<file path="config.mk">
export PLATFORM = sky130hd
export DESIGN_NAME = chunk_pack
export DESIGN_NICKNAME = d
export VERILOG_FILES = /design/src/rtl/chunk_pack.sv
export SDC_FILE = /design/constraint.sdc
export NUM_CORES = 1
export LEC_CHECK = 0
export ABC_CLOCK_PERIOD_IN_PS = 5310
export BUFFER_PORTS_ARGS = -buffer_cell sky130_fd_sc_hd__buf_2
export CAP_MARGIN = 40
export CORE_AREA = 3 3 112 114
export CTS_CLUSTER_DIAMETER = 100
export DETAILED_ROUTE_END_ITERATION = 10
export DIE_AREA = 0 0 115 117
export PLACE_DENSITY = 0.82
export SLEW_MARGIN = 20
export SYNTH_ARGS = -nofsm -noshare
export SYNTH_HDL_FRONTEND = slang
export SYNTH_SLANG_ARGS = --single-unit
</file>
<file path="constraint.sdc">
create_clock -name clk -period 5.31 [get_ports clk]
set_input_delay 0.531 -clock clk [delete_from_list [all_inputs] [get_ports clk]]
set_output_delay 0.531 -clock clk [all_outputs]
set_load 0.1 [all_outputs]
</file>
<file path="src/rtl/chunk_pack.sv">
// chunk_pack: assembles a stream of narrow chunks into one wide word.
// Chunks land at an auto-incrementing slot index. The finished word is held on
// a valid/ready output until it is taken. When the held word is taken, the next
// word can start in the same cycle, so streaming runs without bubbles.
module chunk_pack #(
    parameter int WIDE_WIDTH  = 128,
    parameter int CHUNK_WIDTH = 32
) (
    input  logic                                            clk,
    input  logic                                            reset,
    input  logic [CHUNK_WIDTH-1:0]                          in_data,
    input  logic                                            in_valid,
    input  logic                                            in_last,
    output logic                                            in_ready,
    output logic [WIDE_WIDTH-1:0]                           out_data,
    output logic [$clog2(WIDE_WIDTH/CHUNK_WIDTH):0]         out_count,
    output logic                                            out_valid,
    input  logic                                            out_ready
);

    localparam int N     = WIDE_WIDTH / CHUNK_WIDTH;
    localparam int IDX_W = $clog2(N);
    localparam int CNT_W = IDX_W + 1;

    localparam logic [IDX_W-1:0] IDX_LAST = IDX_W'(N - 1);

    if ((WIDE_WIDTH % CHUNK_WIDTH) != 0 || (WIDE_WIDTH / CHUNK_WIDTH) < 2) begin : g_param_check
        $error("chunk_pack: WIDE_WIDTH must be a multiple of CHUNK_WIDTH with at least two chunks");
    end

    typedef enum logic {
        FILL = 1'b0,
        HOLD = 1'b1
    } state_t;

    state_t                  state_q, state_d;
    logic [IDX_W-1:0]        idx_q,   idx_d;
    logic [WIDE_WIDTH-1:0]   buf_q,   buf_d;
    logic [CNT_W-1:0]        cnt_q,   cnt_d;

    logic in_hs;
    logic out_hs;

    assign in_hs  = in_valid && in_ready;
    assign out_hs = out_valid && out_ready;

    // State register: synchronous reset clears the partial word and the index.
    always_ff @(posedge clk) begin
        if (reset) begin
            state_q <= FILL;
            idx_q   <= '0;
            buf_q   <= '0;
            cnt_q   <= '0;
        end else begin
            state_q <= state_d;
            idx_q   <= idx_d;
            buf_q   <= buf_d;
            cnt_q   <= cnt_d;
        end
    end

    // Next state: indexed chunk insertion, word completion, and HOLD exit with same-cycle restart.
    always_comb begin
        state_d = state_q;
        idx_d   = idx_q;
        buf_d   = buf_q;
        cnt_d   = cnt_q;
        case (state_q)
            FILL: begin
                if (in_hs) begin
                    buf_d[idx_q*CHUNK_WIDTH +: CHUNK_WIDTH] = in_data;
                    if (idx_q == IDX_LAST || in_last) begin
                        state_d = HOLD;
                        cnt_d   = CNT_W'(idx_q) + CNT_W'(1);
                    end else begin
                        idx_d = idx_q + IDX_W'(1);
                    end
                end
            end
            HOLD: begin
                if (out_hs) begin
                    // The held word leaves: start the next word from a clean buffer.
                    buf_d   = '0;
                    idx_d   = '0;
                    cnt_d   = '0;
                    state_d = FILL;
                    // in_ready follows out_ready here, so an input handshake implies out_hs.
                    if (in_hs) begin
                        buf_d[CHUNK_WIDTH-1:0] = in_data;
                        if (in_last) begin
                            state_d = HOLD;
                            cnt_d   = CNT_W'(1);
                        end else begin
                            idx_d = IDX_W'(1);
                        end
                    end
                end
            end
            default: begin
                state_d = FILL;
            end
        endcase
    end

    // Outputs: reset forces everything to zero; HOLD presents the word and passes out_ready to in_ready.
    always_comb begin
        in_ready  = 1'b0;
        out_valid = 1'b0;
        out_data  = buf_q;
        out_count = cnt_q;
        if (reset) begin
            out_data  = '0;
            out_count = '0;
        end else if (state_q == HOLD) begin
            out_valid = 1'b1;
            in_ready  = out_ready;
        end else begin
            in_ready = 1'b1;
        end
    end

endmodule
</file>
# == Word level (Yosys, flattened, before mapping) ==
# Cells that the tools add are included.
# totals
reg_bits,134
input_bits,37
output_inout_bits,133
elab_cells,50
# op_classes
n_addsub,3
n_eq_ne,5
shift,2
n_mux,29
bitwise,1
reduce_logical,6
# op_table
cell,count
128-bit two-way mux,3
128-bit case mux with 2 select lines,1
128-bit bitwise mux,1
32-bit by 34-bit variable shift with 128-bit output (first input constant),1
32-bit by 34-bit indexed part select with 128-bit output,1
7-bit negation with 34-bit output,1
32-bit two-way mux,1
1-bit two-way mux,13
3-bit two-way mux,4
2-bit two-way mux,3
2-bit != test (second input constant),3
3-bit case mux with 2 select lines,1
3-bit AND reduction,2
2-bit case mux with 2 select lines,1
2-bit by 1-bit adder with 3-bit output (second input constant),1
2-bit by 1-bit adder with 2-bit output (second input constant),1
2-bit == test (second input constant),1
1-bit logical AND,2
2-bit by 1-bit != test with 1-bit output (second input constant),1
1-bit case mux with 2 select lines,1
2-bit AND reduction,1
1-bit logical OR,1
1-bit NOT,1

# == Depth between registers and ports, before layout ==
# depth
word_depth,6
depth_mapped,7
mapped_depth_nobuf,5

# == Least setup slack after synthesis ==
# OpenSTA, ideal clock, no wires.
# synth_timing
path_kind,input -> output
start,in reset
end,out out_data[100]
arrival_time_ns,2.428
required_time_ns,4.779
path_slack_ns,2.351
path_stages,4
n_path_buf,3
cell_sequence,buf_2 clkbuf_1 clkbuf_1 nor2b_1
# synth_between
elab_chain_len,1
# synth_rtl
element,line_no,text
"start, declared",10,"input logic reset,"
128-bit two-way mux,111,if (reset) begin
"end, declared",15,"output logic [WIDE_WIDTH-1:0] out_data,"
# Every way passes these cells.

# == Worst setup path in the final report ==
# layout_timing
start,in reset
end,out out_data[16]
# The elaborated chain is that of the path after synthesis.

==> run metrics <==
largest net degree at the start of global routing=101; startpoint of the tightest hold check path=out_ready; Clock transition at path regs=0.05 ns; Layout Skew=0.00702 ns; total of max-cap violations=0; power per unit of standard cell area=329 mW/mm2; ranking of synthesized cells by area=dfxtp_1 (42%), o31ai_1 (15%), nor2b_1 (13%); Critical R2R Capture=buf_q[44]$_SDFFE_PP0P_; standard-cell row count=39; unrepaired setup endpoints after global routing=no; final hold viol count=0; Resize count post-CTS=0; most numerous cell types in the synthesized netlist=nor2b_1 (135), dfxtp_1 (134), o31ai_1 (128), nand4b_1 (96), clkbuf_1 (69); remaining design rule violation count=0; global-route wire length before repair=29.6 mm; fraction of the cycle the final worst path needs=0.524; antenna violations before repair=0; worst hold margin=0.485 ns; number of synthesized register bits=134; via density per instance=6.28; Post-Synthesis Cells=691; instance area after placement=0.00728 mm2; final slew viol count=0; initial core utilization=0.554; TritonCTS clock tree=yes; portion of the post-synthesis area used by sequential elements=0.420; Main synth FF type=dfxtp_1; total chip power=0.00260 W; Buf+Inv Stages, Crit Path=3; design area=0.00791 mm2; critical path peak fanout=100; I/O Buffers=169; element type at the critical path start=input port; per-cell routed wire length=19.6 um; total wire length=18.9 mm; net total in the final layout=851; Clock Root Buffer=clkbuf_16; violation count after the first detailed-routing iteration=659; die height=117 um; sequential share of power=0.396; total negative setup slack=0 ns; synthesis-to-finish area growth=24.0%; sort of element at the end of the critical path=output pin; startpoint of the worst-slack reg-to-reg timing path=idx_q[0]$_SDFFE_PP0P_; via count of the routed design=6048; total die area=0.0135 mm2; share of power burned in combinational logic=0.112; register-to-register setup slack=2.69 ns; CTS hold repair buffers=0; post-layout minimum cycle time=2.78 ns; Endpoint, Worst Hold=state_q$_SDFF_PP0_; GRT Total Usage=0.277; startpoint-to-endpoint class of the critical path=input port to output pin; CTS sink count=134; Net Count, Synth=734; ratio of cells with drive above 1 in the final layout=0.263; worst hold path type=input port to register; clock latency reported for the late side of the worst-skew pair=0.42 ns; vias in the first global route=5665; slew at the pin closest to its max-slew limit=0.779 ns; CP required=4.78 ns; number of synthesized flops with an enable pin=0; Peak supply drop=0.176 mV; maximum single-stage delay on the critical path=0.66 ns; multi-input gate area in the final layout=0.00338 mm2; critical path arrival=2.25 ns; residual overflow from global routing=0; standard cell core area=0.0115 mm2; static leakage=3.23 nW; switching part of the total=0.258; maximum clock insertion buffer count=2; proportion of register bits with asynchronous set or reset after synthesis=0; outcome=completed; warnings from Yosys=0; IO Pins=170; 1st-pass router iterations=5; Synth Cell Area=0.00638 mm2; cell count of the worst reg-to-reg path=6; H-tree depth=4; Ant. Diodes=0; post-synthesis cell type with the largest combined area=dfxtp_1; cell type group with the largest total delay on the critical path=buffers and inverters; number of buffers created by CTS=17; buffers inserted by post-CTS timing repair=0; total net switching power=0.000671 W; final setup violation count=0; number of cells on the worst hold path=3; post-DP HPWL=11.8 mm; portion of total power attributed to the clock network=0.492; Max Clock Freq=0.360 GHz; critical-path cell list=buf_6 > buf_4 > nor2b_1 > buf_2; area share of the largest cell type after synthesis=0.420; most frequently used cell type in the post-synthesis netlist=nor2b_1; Int Power=0.00193 W; Cell variety after synth=30; remaining antenna violation count after routing=0; FF+latch area=0.00268 mm2; placer congestion estimate=0.831; slowest library cell on the worst path=buf_4; die outline width=115 um; count of filler cells inserted in the layout=896; Post-Syn Area per Cell=9.23 um2; count of cell instances traversed by the critical path=4; relative max-transition margin=0.480
worst max path at each step:
stage | from | end | slack, ns
floorplan | reset | out_data[100] | 2.35
global route | reset | out_data[26] | 2.44
global placement | reset | out_data[96] | 2.68
finish | reset | out_data[16] | 2.53
CTS | reset | out_data[22] | 2.62
detailed placement | reset | out_data[22] | 2.63
power by group through the flow:
stage	Sequential [W]	Clock (W)	Combinational, W
finish	0.00103	0.00128	0.000291
global route	0.00103	0.00133	0.000306
CTS	0.00103	0.00128	0.000286
detailed placement	0.00105	0	0.000285
global placement	0.00105	0	0.000265
floorplan	0.00105	0	0.000208
worst min-delay path, delay by kind of cell:
family | cells | cell delay [ns]
buf+inv | 1 | 0.12
simple gates | 1 | 0.12
compound gates | 1 | 0.07
kinds of logic (layout without fill, tap and decap cells):
family                   Yosys count  count (layout)  synth area share
AND/OR/NAND/NOR                  317             317             0.344
AO/OA/AOI/OAI                    145             145             0.169
flip-flops                       134             134             0.420
buffers and inverters             89             218            0.0551
adder cells (fa/ha/maj)            6               6            0.0118
placed cells by master (no fill, tap or decap), types with 2 or more instances in the layout:
cell type and count:
a21o_1 3, a21oi_1 5, buf_16 3, buf_2 168, buf_4 9, bufinv_16 5, clkbuf_1 2, clkbuf_16 17
clkinvlp_4 4, dfxtp_1 134, ha_1 6, inv_1 5, nand2b_1 34, nand3_1 35, nand3b_1 4, nand4b_1 96
nor2_1 5, nor2b_1 135, o211ai_1 2, o21ai_0 2, o31ai_1 128
layer usage:
layer | up-vias | track usage | share of wire
met5 | - | 0 | 0
met4 | 0 | 0.102 | 0.016
met3 | 30 | 0.0473 | 0.080
met2 | 339 | 0.445 | 0.47
met1 | 2893 | 0.375 | 0.43
li1 | 2786 | - | -
flip-flops by register name (all words and copies together), names as in the netlist:
name	cells
idx_q	2
buf_q	128
state_q	1
cnt_q	3
metrics by stage:
| step | std cells | worst slack [ns] | util |
|---|---|---|---|
| after floorplan | 691 | 2.35 | - |
| after global placement | 928 | 2.68 | 0.623 |
| after detailed placement | 932 | 2.63 | 0.632 |
| after CTS | 963 | 2.62 | 0.687 |
| after global routing | 963 | 2.44 | 0.687 |
| final | 963 | 2.53 | 0.687 |
layout make-up:
| class | instances | share of cell area |
|---|---|---|
| Multi-Input combinational cell | 468 | 0.427 |
| Sequential cell | 134 | 0.339 |
| Timing Repair Buffer | 182 | 0.129 |
| Clock buffer | 19 | 0.0547 |
| Clock inverter | 12 | 0.0256 |
| Tap cell | 143 | 0.0226 |
| Inverter | 5 | 0.00237 |
No activity file was read; power rests on OpenSTA's default activity.
